`config.mk`:
```
export PLATFORM = sky130hd
export DESIGN_NAME = wm_cycle_sequencer_flat
export DESIGN_NICKNAME = d
export VERILOG_FILES = /design/src/rtl/wm_cycle_sequencer_if.sv /design/src/rtl/wm_cycle_sequencer.sv /design/src/flat_wrapper.sv
export SDC_FILE = /design/constraint.sdc
export NUM_CORES = 1
export LEC_CHECK = 0
export ABC_AREA = 1
export ABC_CLOCK_PERIOD_IN_PS = 3550
export CAP_MARGIN = 40
export CORE_MARGIN = 2
export CORE_UTILIZATION = 60
export DETAILED_ROUTE_END_ITERATION = 6
export PLACE_DENSITY = 0.86
export REMOVE_ABC_BUFFERS = 1
export SLEW_MARGIN = 10
export SYNTH_ARGS = -nofsm -noshare
export SYNTH_HDL_FRONTEND = slang
export SYNTH_SLANG_ARGS = --single-unit
```
`constraint.sdc`:
```
create_clock -name clk -period 3.55 [get_ports clk]
set_input_delay 0.71 -clock clk [delete_from_list [all_inputs] [get_ports clk]]
set_output_delay 0.71 -clock clk [all_outputs]
set_load 0.1 [all_outputs]
```
`src/rtl/wm_cycle_sequencer_if.sv`:
```
// Washing-machine sequencer bus: command/sensor inputs and actuator/status outputs.
interface wm_cycle_sequencer_if;
  logic       tick;
  logic       start;
  logic       pause;
  logic       abort;
  logic [1:0] prog;
  logic       door_closed;
  logic       level_full;
  logic       level_empty;
  logic       door_lock;
  logic       fill_valve;
  logic       drain_pump;
  logic [1:0] motor;
  logic [3:0] phase;
  logic       busy;
  logic       done;
  logic [1:0] fault_code;

  modport master (
    output tick, start, pause, abort, prog, door_closed, level_full, level_empty,
    input  door_lock, fill_valve, drain_pump, motor, phase, busy, done, fault_code
  );

  modport slave (
    input  tick, start, pause, abort, prog, door_closed, level_full, level_empty,
    output door_lock, fill_valve, drain_pump, motor, phase, busy, done, fault_code
  );
endinterface

```
`src/rtl/wm_cycle_sequencer.sv`:
```
// Program-level washing-machine controller: LOCK, FILL, WASH, DRAIN, N x (FILL,
// RINSE, DRAIN), SPIN, DONE, with pause/resume, abort-with-drain and fault lockout.
module wm_cycle_sequencer #(
  parameter int WASH_T    = 10,
  parameter int RINSE_T   = 5,
  parameter int SPIN_T    = 7,
  parameter int LOCK_T    = 2,
  parameter int FILL_TMO  = 12,
  parameter int DRAIN_TMO = 8
) (
  input  logic                  clk,
  input  logic                  rst,
  wm_cycle_sequencer_if.slave   bus
);

  typedef enum logic [3:0] {
    S_IDLE   = 4'd0,
    S_LOCK   = 4'd1,
    S_FILL   = 4'd2,
    S_WASH   = 4'd3,
    S_DRAIN  = 4'd4,
    S_RINSE  = 4'd5,
    S_SPIN   = 4'd6,
    S_DONE   = 4'd7,
    S_PAUSED = 4'd8,
    S_ABORT  = 4'd9,
    S_FAULT  = 4'd10
  } phase_t;

  phase_t     state, nxt, norm, ret;
  logic [7:0] timer;
  logic [7:0] wash_last;
  logic [1:0] rinse_left;
  logic [1:0] fcode, fcode_nxt;
  logic       heavy, first;
  logic       locked_now, tmo, take_norm;
  logic       do_latch, do_dec, do_wash;
  logic       resume, hold_timer;

  assign wash_last  = heavy ? 8'(2*WASH_T-1) : 8'(WASH_T-1);
  // Every phase that holds the door closed except FAULT, which ignores the door.
  assign locked_now = !(state inside {S_IDLE, S_DONE, S_FAULT});
  assign resume     = (state == S_PAUSED) && (nxt == ret);
  // Entering PAUSED freezes the timer; leaving it back to the saved phase keeps it.
  assign hold_timer = (nxt == S_PAUSED) || resume;

  // Next-phase logic: normal transition first, then override by priority.
  always_comb begin
    norm      = state;
    fcode_nxt = fcode;
    tmo       = 1'b0;
    do_latch  = 1'b0;
    do_dec    = 1'b0;
    do_wash   = 1'b0;
    case (state)
      S_IDLE:   if (bus.start && bus.door_closed) begin
                  norm     = S_LOCK;
                  do_latch = 1'b1;
                end
      S_LOCK:   if (bus.tick && timer == 8'(LOCK_T-1)) norm = S_FILL;
      S_FILL:   if (bus.level_full) begin
                  norm    = first ? S_WASH : S_RINSE;
                  do_wash = first;
                end else if (bus.tick && timer == 8'(FILL_TMO-1)) begin
                  tmo       = 1'b1;
                  fcode_nxt = 2'b01;
                end
      S_WASH:   if (bus.tick && timer == wash_last) norm = S_DRAIN;
      S_RINSE:  if (bus.tick && timer == 8'(RINSE_T-1)) begin
                  norm   = S_DRAIN;
                  do_dec = 1'b1;
                end
      S_DRAIN:  if (bus.level_empty) begin
                  norm = (rinse_left != 2'd0) ? S_FILL : S_SPIN;
                end else if (bus.tick && timer == 8'(DRAIN_TMO-1)) begin
                  tmo       = 1'b1;
                  fcode_nxt = 2'b10;
                end
      S_SPIN:   if (bus.tick && timer == 8'(SPIN_T-1)) norm = S_DONE;
      S_DONE:   norm = S_IDLE;
      S_PAUSED: if (bus.start) norm = ret;
      S_ABORT:  if (bus.level_empty) begin
                  norm = S_IDLE;
                end else if (bus.tick && timer == 8'(DRAIN_TMO-1)) begin
                  tmo       = 1'b1;
                  fcode_nxt = 2'b10;
                end
      default:  norm = state;
    endcase

    nxt       = norm;
    take_norm = 1'b1;
    if (locked_now && !bus.door_closed) begin
      nxt       = S_FAULT;
      fcode_nxt = 2'b11;
      take_norm = 1'b0;
    end else if (tmo) begin
      nxt       = S_FAULT;
      take_norm = 1'b0;
    end else if (bus.abort && locked_now && state != S_ABORT) begin
      nxt       = S_ABORT;
      take_norm = 1'b0;
    end else if (bus.pause && state inside {[S_LOCK:S_SPIN]}) begin
      nxt       = S_PAUSED;
      take_norm = 1'b0;
    end
  end

  // Phase, program, rinse count, return phase and phase timer.
  always_ff @(posedge clk or posedge rst) begin
    if (rst) begin
      state      <= S_IDLE;
      ret        <= S_IDLE;
      timer      <= 8'd0;
      rinse_left <= 2'd0;
      heavy      <= 1'b0;
      first      <= 1'b0;
      fcode      <= 2'b00;
    end else begin
      state <= nxt;
      fcode <= fcode_nxt;
      if (nxt == S_PAUSED && state != S_PAUSED) ret <= state;
      if (take_norm && do_latch) begin
        heavy      <= (bus.prog == 2'b10);
        rinse_left <= (bus.prog == 2'b00) ? 2'd1 : (bus.prog == 2'b10) ? 2'd3 : 2'd2;
        first      <= 1'b1;
      end
      if (take_norm && do_wash) first <= 1'b0;
      if (take_norm && do_dec)  rinse_left <= rinse_left - 2'd1;
      if (nxt != state) begin
        if (!hold_timer) timer <= 8'd0;
      end else if (bus.tick && locked_now && state != S_PAUSED) begin
        timer <= timer + 8'd1;
      end
    end
  end

  // Moore outputs registered from the next phase so they line up with it.
  always_ff @(posedge clk or posedge rst) begin
    if (rst) begin
      bus.door_lock  <= 1'b0;
      bus.fill_valve <= 1'b0;
      bus.drain_pump <= 1'b0;
      bus.motor      <= 2'b00;
      bus.phase      <= 4'd0;
      bus.busy       <= 1'b0;
      bus.done       <= 1'b0;
      bus.fault_code <= 2'b00;
    end else begin
      bus.door_lock  <= !(nxt inside {S_IDLE, S_DONE});
      bus.fill_valve <= (nxt == S_FILL);
      bus.drain_pump <= (nxt == S_DRAIN) || (nxt == S_ABORT);
      bus.motor      <= (nxt == S_WASH || nxt == S_RINSE) ? 2'b01 :
                        (nxt == S_SPIN) ? 2'b10 : 2'b00;
      bus.phase      <= nxt;
      bus.busy       <= !(nxt inside {S_IDLE, S_DONE, S_FAULT});
      bus.done       <= (nxt == S_DONE);
      bus.fault_code <= fcode_nxt;
    end
  end

endmodule

```
`src/flat_wrapper.sv`:
```
// flat-port wrapper written by rule: the top's interface ports become plain ports
module wm_cycle_sequencer_flat 
#(
  parameter int WASH_T    = 10,
  parameter int RINSE_T   = 5,
  parameter int SPIN_T    = 7,
  parameter int LOCK_T    = 2,
  parameter int FILL_TMO  = 12,
  parameter int DRAIN_TMO = 8
)
  (clk, rst, bus_tick, bus_start, bus_pause, bus_abort, bus_prog, bus_door_closed, bus_level_full, bus_level_empty, bus_door_lock, bus_fill_valve, bus_drain_pump, bus_motor, bus_phase, bus_busy, bus_done, bus_fault_code);
  wm_cycle_sequencer_if bus_i ();
  input  logic clk;
  input  logic rst;
  input wire logic [$bits(bus_i.tick)-1:0] bus_tick;
  input wire logic [$bits(bus_i.start)-1:0] bus_start;
  input wire logic [$bits(bus_i.pause)-1:0] bus_pause;
  input wire logic [$bits(bus_i.abort)-1:0] bus_abort;
  input wire logic [$bits(bus_i.prog)-1:0] bus_prog;
  input wire logic [$bits(bus_i.door_closed)-1:0] bus_door_closed;
  input wire logic [$bits(bus_i.level_full)-1:0] bus_level_full;
  input wire logic [$bits(bus_i.level_empty)-1:0] bus_level_empty;
  output wire logic [$bits(bus_i.door_lock)-1:0] bus_door_lock;
  output wire logic [$bits(bus_i.fill_valve)-1:0] bus_fill_valve;
  output wire logic [$bits(bus_i.drain_pump)-1:0] bus_drain_pump;
  output wire logic [$bits(bus_i.motor)-1:0] bus_motor;
  output wire logic [$bits(bus_i.phase)-1:0] bus_phase;
  output wire logic [$bits(bus_i.busy)-1:0] bus_busy;
  output wire logic [$bits(bus_i.done)-1:0] bus_done;
  output wire logic [$bits(bus_i.fault_code)-1:0] bus_fault_code;
  assign bus_i.tick = bus_tick;
  assign bus_i.start = bus_start;
  assign bus_i.pause = bus_pause;
  assign bus_i.abort = bus_abort;
  assign bus_i.prog = bus_prog;
  assign bus_i.door_closed = bus_door_closed;
  assign bus_i.level_full = bus_level_full;
  assign bus_i.level_empty = bus_level_empty;
  assign bus_door_lock = bus_i.door_lock;
  assign bus_fill_valve = bus_i.fill_valve;
  assign bus_drain_pump = bus_i.drain_pump;
  assign bus_motor = bus_i.motor;
  assign bus_phase = bus_i.phase;
  assign bus_busy = bus_i.busy;
  assign bus_done = bus_i.done;
  assign bus_fault_code = bus_i.fault_code;
  wm_cycle_sequencer #(.WASH_T(WASH_T), .RINSE_T(RINSE_T), .SPIN_T(SPIN_T), .LOCK_T(LOCK_T), .FILL_TMO(FILL_TMO), .DRAIN_TMO(DRAIN_TMO)) u_core (.clk(clk), .rst(rst), .bus(bus_i));
endmodule
```
==> Flow_metrics.wiki, run 1 <==
{| class="wikitable"
! Metric !! Value
|-
| Result of the run || finished clean
|-
| Layout Cells excl Fill || 422
|-
| Headroom to the max-slew limit || 69.2%
|-
| Flip-flop and latch count after synthesis || 29
|-
| Die Height || 64.6 um
|-
| Most common library cell in the layout ignoring fill and taps || nand2_1
|-
| Fin Setup TNS || 0 ns
|-
| Min setup slack post-route || 0.844 ns
|-
| Starting Density || 61.1%
|-
| Core Box Area || 3610 um^2
|-
| Part of the Yosys area used for sequential elements || 33.0%
|-
| Number of inserted diodes || 0
|-
| Wire length per cell after detailed routing || 13.0 um
|-
| Syn Std Cell Area || 2200 um^2
|-
| Placement Setup Slack || 0.574 ns
|-
| First-iteration detailed-routing DRC count || 194
|-
| Area enclosed by the die boundary || 4170 um^2
|-
| DRC violations left || 0
|-
| Count of pins over their slew limit || 0
|-
| Number of buffers inserted during clock tree synthesis || 5
|-
| Register-to-register setup slack || 1.02 ns
|-
| Maximum number of pins on one net before global-route repair || 30
|-
| Remaining global-route overflow || 0
|-
| Arrival time at the worst endpoint || 2.87 ns
|-
| Max-cap violation count || 0
|-
| Maximum ir drop on the vdd rail || 0.941 mV
|-
| Row cnt || 22
|-
| Pleak || 1.39 nW
|-
| Final layout net count || 389
|-
| Count of hold-fix buffers inserted at cts || 0
|-
| # Post-CTS Setup Buffers || 0
|-
| Share of cells above drive strength 1 || 15.2%
|-
| Source of the worst hold timing path || u_core.ret[3]
|-
| Element type at the critical path start || input port
|-
| Total wirelength of the detailed-routed design || 5470 um
|-
| Power density normalized to cell area || 902 nW/um^2
|-
| Initial DRT Pass Iterations || 4
|-
| Transition time at the pin with the least slew margin || 0.458 ns
|-
| TritonCTS clock tree || done
|-
| Number of antenna violations at the first check in global routing || 0
|-
| Hold depth || 2
|-
| Footprint of the multi-input gates || 1280 um^2
|-
| Instance count of the mapped netlist || 334
|-
| Setup repair after global routing missed its margin || no
|-
| Count of vias placed by the detailed router || 2,203
|-
| Synthesized area per cell || 6.59 um^2
|-
| Post-placement cell count || 414
|-
| Fill cells || 293
|-
| Hold Crit Endpoint || u_core.ret[3]
|-
| Vias per cell || 5.22
|-
| Worst-skew pair later-pin latency || 0.29 ns
|-
| Total global-route track usage || 29.4%
|-
| Global-route wire length before repair || 9470 um
|-
| Number of buffers on the longest clock path || 2
|-
| HP Class || register to register
|-
| Required @ worst endpoint || 3.71 ns
|-
| Fin Clk Skew || 0.00876 ns
|-
| Peak clock frequency supported by timing || 0.370 GHz
|-
| Final HPWL DP || 4290 um
|-
| Highest-count cells in the layout ignoring fill and taps || nand2_1, inv_1, nor2_1
|-
| Post-route minimum period || 2.71 ns
|-
| Clk pin slew, worst setup/hold paths || 0.07 ns
|-
| Capture point of the worst reg-to-reg path || u_core.timer[3]
|-
| Source of the worst register-to-register timing path || u_core.state[1]
|-
| Crit end category || register
|-
| Area added between synthesis and finish || 22.4%
|-
| Routability congestion estimate || 0.996
|-
| Antenna violation net count after detailed routing || 0
|-
| Port Buf Inserts || 23
|-
| I/O pin cnt || 24
|-
| Reg2reg path depth || 15
|-
| Number of instances resized during post-cts repair || 0
|-
| Vias in the first global route || 2,133
|-
| H-tree depth reported by CTS || 2
|-
| Post-Route Utilization || 74.8%
|-
| Number of hold-slack violations in the final timing report || 0
|-
| Buffer type at the clock tree root || clkbuf_8
|-
| Max FO, Critical Path || 9
|-
| Part of the cycle the worst path needs || 76.2%
|-
| Category of the most critical setup path || input port to register
|-
| Total setup violations reported at the end of the flow || 0
|-
| Count of unique library cells instantiated by Yosys || 27
|-
| Horizontal die dimension || 64.6 um
|-
| Sequential Area || 726 um^2
|-
| Clock Sink Count || 29
|-
| Total of warnings raised by yosys || 0
|}
==> registers in the layout, indices dropped and copies added, names as in the netlist <==
signal	count
u_core.bus.motor	2
u_core.bus.busy	1
u_core.timer	8
u_core.first	1
u_core.state	4
u_core.fcode	2
u_core.ret	4
u_core.bus.drain_pump	1
u_core.rinse_left	2
u_core.bus.door_lock	1
u_core.bus.done	1
u_core.heavy	1
u_core.bus.fill_valve	1
==> stage by stage <==
stage / power [mW] / area, um^2 / hold slack (ns)
2_1_floorplan: 1.72 / 2190 / 0.458
5_1_grt: 2.60 / 2700 / 0.520
6_report: 2.43 / 2700 / 0.505
3_5_place_dp: 2.16 / 2610 / 0.483
3_3_place_gp: 2.03 / 2480 / 0.486
4_1_cts: 2.43 / 2700 / 0.499
==> logic make-up (layout without fill, tap and decap cells) <==
family | count (synthesis) | count (layout) | share of synthesized area [%]
AND/OR/NAND/NOR | 220 | 220 | 47.3
flip-flops | 29 | 29 | 33.0
AO/OA/AOI/OAI | 28 | 28 | 7.10
buffers and inverters | 51 | 91 | 9.03
XOR/XNOR | 1 | 1 | 0.739
adder cells (fa/ha/maj) | 5 | 5 | 2.84
==> synth_stat cells <==
master    number  area, um^2
nor2_8         1        20.0
nor2_2         6        37.5
nor2_4         3        33.8
o22ai_1        2        12.5
nand4_1        5        31.3
o32a_1         1        10.0
nand3_1       32         160
nand2_2       13        81.3
buf_6          1        11.3
a21boi_0       1        7.51
ha_1           5        62.6
a21oi_1        5        25.0
dfrtp_1       29         726
nand3_4        1        17.5
nor2_1        42         158
a41oi_1        1        8.76
o21ai_0       17        85.1
xor2_2         1        16.3
nand2_4        2        22.5
nor4_1         1        6.26
nand3_2        5        50.1
inv_1         47         176
nand4_2        1        12.5
inv_2          3        11.3
nand2_1      103         387
o21a_1         1        7.51
nor3_1         5        25.0
==> final cells by class <==
| class | instances | share of cell area [%] |
|---|---|---|
| clock buffers | 6 | 2.69 |
| clock inverters | 2 | 0.371 |
| inverters | 50 | 6.96 |
| multi-input cells | 254 | 47.4 |
| flip-flops and latches | 29 | 26.9 |
| well taps | 48 | 2.23 |
| repair buffers | 33 | 13.5 |
==> per-layer routing <==
metal	global-route usage (%)	vias to the layer above	share of wire (%)
li1	-	1128	-
met1	36.0	981	42
met2	50.8	77	48
met3	6.08	17	6.8
met4	11.2	0	3.1
met5	0	-	0
==> worst max-delay path by stage <==
| stage | start | endpoint | slack [ns] |
|---|---|---|---|
| after floorplan | u_core.state[1] | u_core.timer[5] | 0.79 |
| after global placement | bus_tick | u_core.timer[5] | 0.61 |
| after detailed placement | bus_tick | u_core.ret[0] | 0.57 |
| after CTS | bus_tick | u_core.ret[0] | 0.87 |
| after global routing | bus_tick | u_core.ret[2] | 0.60 |
| final | bus_tick | u_core.ret[0] | 0.84 |
==> worst max-delay path, cell delays in order <==
cell and delay [ns]:
clkdlybuf4s50_1 0.59, nand2_1 0.11, nor2_1 0.13, nand3_2 0.10
nand2_2 0.15, nor2_8 0.07, nand2_1 0.14, nor2_2 0.07
nor2_1 0.25, nand4_1 0.31, nand2_1 0.14, o21ai_0 0.09
==> report_power, final <==
part / total (mW) / internal, mW / leakage [nW] / switching (mW)
sequential: 0.519 / 0.427 / 0.368 / 0.0923
combinational: 1.65 / 0.488 / 0.974 / 1.16
clock: 0.263 / 0.135 / 0.0450 / 0.127
total: 2.43 / 1.05 / 1.39 / 1.38
Power figures use the tool's default switching activity.
==> run 2: changes to the inputs <==
--- a/config.mk
+++ b/config.mk
@@ -6,12 +6,12 @@
 export NUM_CORES = 1
 export LEC_CHECK = 0
 export ABC_AREA = 1
-export ABC_CLOCK_PERIOD_IN_PS = 3550
+export ABC_CLOCK_PERIOD_IN_PS = 2750
 export CAP_MARGIN = 40
 export CORE_MARGIN = 2
-export CORE_UTILIZATION = 60
+export CORE_UTILIZATION = 57
 export DETAILED_ROUTE_END_ITERATION = 6
-export PLACE_DENSITY = 0.86
+export PLACE_DENSITY = 0.82
 export REMOVE_ABC_BUFFERS = 1
 export SLEW_MARGIN = 10
 export SYNTH_ARGS = -nofsm -noshare
==> constraint.sdc (replaced) <==
create_clock -name clk -period 2.75 [get_ports clk]
set_input_delay 0.55 -clock clk [delete_from_list [all_inputs] [get_ports clk]]
set_output_delay 0.55 -clock clk [all_outputs]
set_load 0.1 [all_outputs]
==> Flow_metrics.wiki, run 2 (synthesis results as in run 1) <==
{| class="wikitable"
! Metric !! Value
|-
| Result of the run || finished clean
|-
| Number of hold-slack violations in the final timing report || 0
|-
| Maximum ir drop on the vdd rail || 0.836 mV
|-
| Capture point of the worst path || u_core.timer[7]
|-
| Fill cells || 326
|-
| Power density normalized to cell area || 1180 nW/um^2
|-
| Row cnt || 22
|-
| # Post-CTS Setup Buffers || 0
|-
| Routability congestion estimate || 1.05
|-
| Vias per cell || 5.18
|-
| Post-route minimum period || 2.46 ns
|-
| Count of vias placed by the detailed router || 2,187
|-
| Footprint of the multi-input gates || 1280 um^2
|-
| Global-route wire length before repair || 9180 um
|-
| Source of the worst register-to-register timing path || u_core.state[0]
|-
| Flip-flop count of the largest register, all copies and words added || 8
|-
| Share of cells above drive strength 1 || 17.9%
|-
| Number of buffers inserted during clock tree synthesis || 5
|-
| Capture point of the worst reg-to-reg path || u_core.timer[7]
|-
| Worst-skew pair later-pin latency || 0.29 ns
|-
| Max-cap violation count || 0
|-
| Total wirelength of the detailed-routed design || 5370 um
|-
| Total setup violations reported at the end of the flow || 0
|-
| Number of buffers on the longest clock path || 2
|-
| TritonCTS clock tree || done
|-
| Horizontal die dimension || 66.2 um
|-
| Headroom to the max-slew limit || 69.3%
|-
| Count of hold-fix buffers inserted at cts || 0
|-
| Port Buf Inserts || 23
|-
| Buffer type at the clock tree root || clkbuf_8
|-
| DRC violations left || 0
|-
| Area added between synthesis and finish || 19.1%
|-
| Part of the cycle the worst path needs || 89.4%
|-
| Element type at the critical path start || register
|-
| Required @ worst endpoint || 2.93 ns
|-
| Layout Cells excl Fill || 422
|-
| Peak clock frequency supported by timing || 0.407 GHz
|-
| Number of antenna violations at the first check in global routing || 0
|-
| Starting Density || 59.7%
|-
| Register-to-register setup slack || 0.29 ns
|-
| Pleak || 1.38 nW
|-
| Clk pin slew, worst setup/hold paths || 0.07 ns
|-
| Reg2reg path depth || 17
|-
| Number of instances resized during post-cts repair || 0
|-
| Number of inserted diodes || 0
|-
| Core Box Area || 3690 um^2
|-
| Placement Setup Slack || -0.0500 ns
|-
| Area enclosed by the die boundary || 4380 um^2
|-
| Crit end category || register
|-
| Vias in the first global route || 2,050
|-
| Fin Clk Skew || 0.00773 ns
|-
| Most common library cell in the layout ignoring fill and taps || nand2_1
|-
| Tightest hold margin || 0.517 ns
|-
| Setup repair after global routing missed its margin || no
|-
| Clock Sink Count || 29
|-
| Sequential Area || 726 um^2
|-
| Category of the most critical setup path || register to register
|-
| I/O pin cnt || 24
|-
| Post-Route Utilization || 71.1%
|-
| Max FO, Critical Path || 9
|-
| Total global-route track usage || 28.2%
|-
| Post-placement cell count || 414
|-
| Final HPWL DP || 4280 um
|-
| HP Class || register to register
|-
| Registers with the most flip-flops || u_core.timer: 8 flops, u_core.ret: 4 flops, u_core.state: 4 flops
|-
| Remaining global-route overflow || 0
|-
| Count of pins over their slew limit || 0
|-
| Transition time at the pin with the least slew margin || 0.456 ns
|-
| Start point of the critical path || u_core.state[0]
|-
| Die Height || 66.2 um
|-
| Initial DRT Pass Iterations || 4
|-
| Wire length per cell after detailed routing || 12.7 um
|-
| Register with the highest flop count || u_core.timer
|-
| Min setup slack post-route || 0.290 ns
|-
| H-tree depth reported by CTS || 2
|-
| Antenna violation net count after detailed routing || 0
|-
| Final layout net count || 389
|-
| Arrival time at the worst endpoint || 2.64 ns
|-
| First-iteration detailed-routing DRC count || 143
|-
| Maximum number of pins on one net before global-route repair || 30
|-
| Highest-count cells in the layout ignoring fill and taps || nand2_1, inv_1, nor2_1
|}
==> run 2: cell count changes in the layout (fill, tap and decap cells not counted), sizes merged <==
cell           change
buf                +9
clkbuf             -1
clkdlybuf4s50     -10
clkinvlp           +3
dlymetal6s2s       +1
clkinv             -2
==> run 2: critical path, cell delays in order, from the launching register on <==
cell and delay (ns):
dfrtp_1 0.50, inv_2 0.13, nand2_1 0.19, nor2_1 0.07, nor2_2 0.21, nand2_2 0.10, nand2_2 0.12, nor2_2 0.05
nand2_2 0.09, nand2_2 0.10, nand2_2 0.07, nand3_2 0.09, nor2_4 0.14, nand2_2 0.14, nand3_4 0.14, nand2_4 0.09
nand2_1 0.08, nand2_1 0.05
==> run 2: cell type report <==
type                       count  area share, %
clock buffer                   5           2.62
clock inverter                 3          0.859
inverter                      50           7.16
multi-input combinational    254           48.9
sequential                    29           27.7
tap                           48           2.29
timing repair buffer          33           10.5
==> run 2: where the power goes <==
group / total (mW) / switching [mW] / internal [mW]
combinational: 2.08 / 1.51 / 0.568
clock: 0.362 / 0.185 / 0.177
sequential: 0.658 / 0.106 / 0.551
total: 3.10 / 1.80 / 1.30
==> run 2: worst min-delay path by stage <==
stage,start,end,slack (ns),cells after the start
2_1_floorplan,u_core.ret[3],u_core.ret[3],0.46,2
3_3_place_gp,u_core.first,u_core.first,0.50,1
3_5_place_dp,u_core.ret[3],u_core.ret[3],0.50,2
4_1_cts,u_core.first,u_core.first,0.52,1
5_1_grt,u_core.first,u_core.first,0.56,1
6_report,u_core.first,u_core.first,0.52,1
==> run 2: routing by layer <==
layer | vias up | GRT usage, % | share of wire [%]
met5 | - | 0 | 0
met4 | 0 | 9.18 | 1.3
met3 | 8 | 6.30 | 5.6
met2 | 56 | 46.5 | 48
met1 | 991 | 36.6 | 45
li1 | 1132 | - | -
==> run 2: through the flow <==
| stage | instance area (um^2) | TNS (ns) | power (mW) |
|---|---|---|---|
| after detailed placement | 2520 | -0.269 | 2.72 |
| after CTS | 2620 | 0 | 3.08 |
| final | 2620 | 0 | 3.10 |
| after floorplan | 2190 | -0.0595 | 2.22 |
| after global routing | 2620 | 0 | 3.32 |
| after global placement | 2520 | 0 | 2.68 |
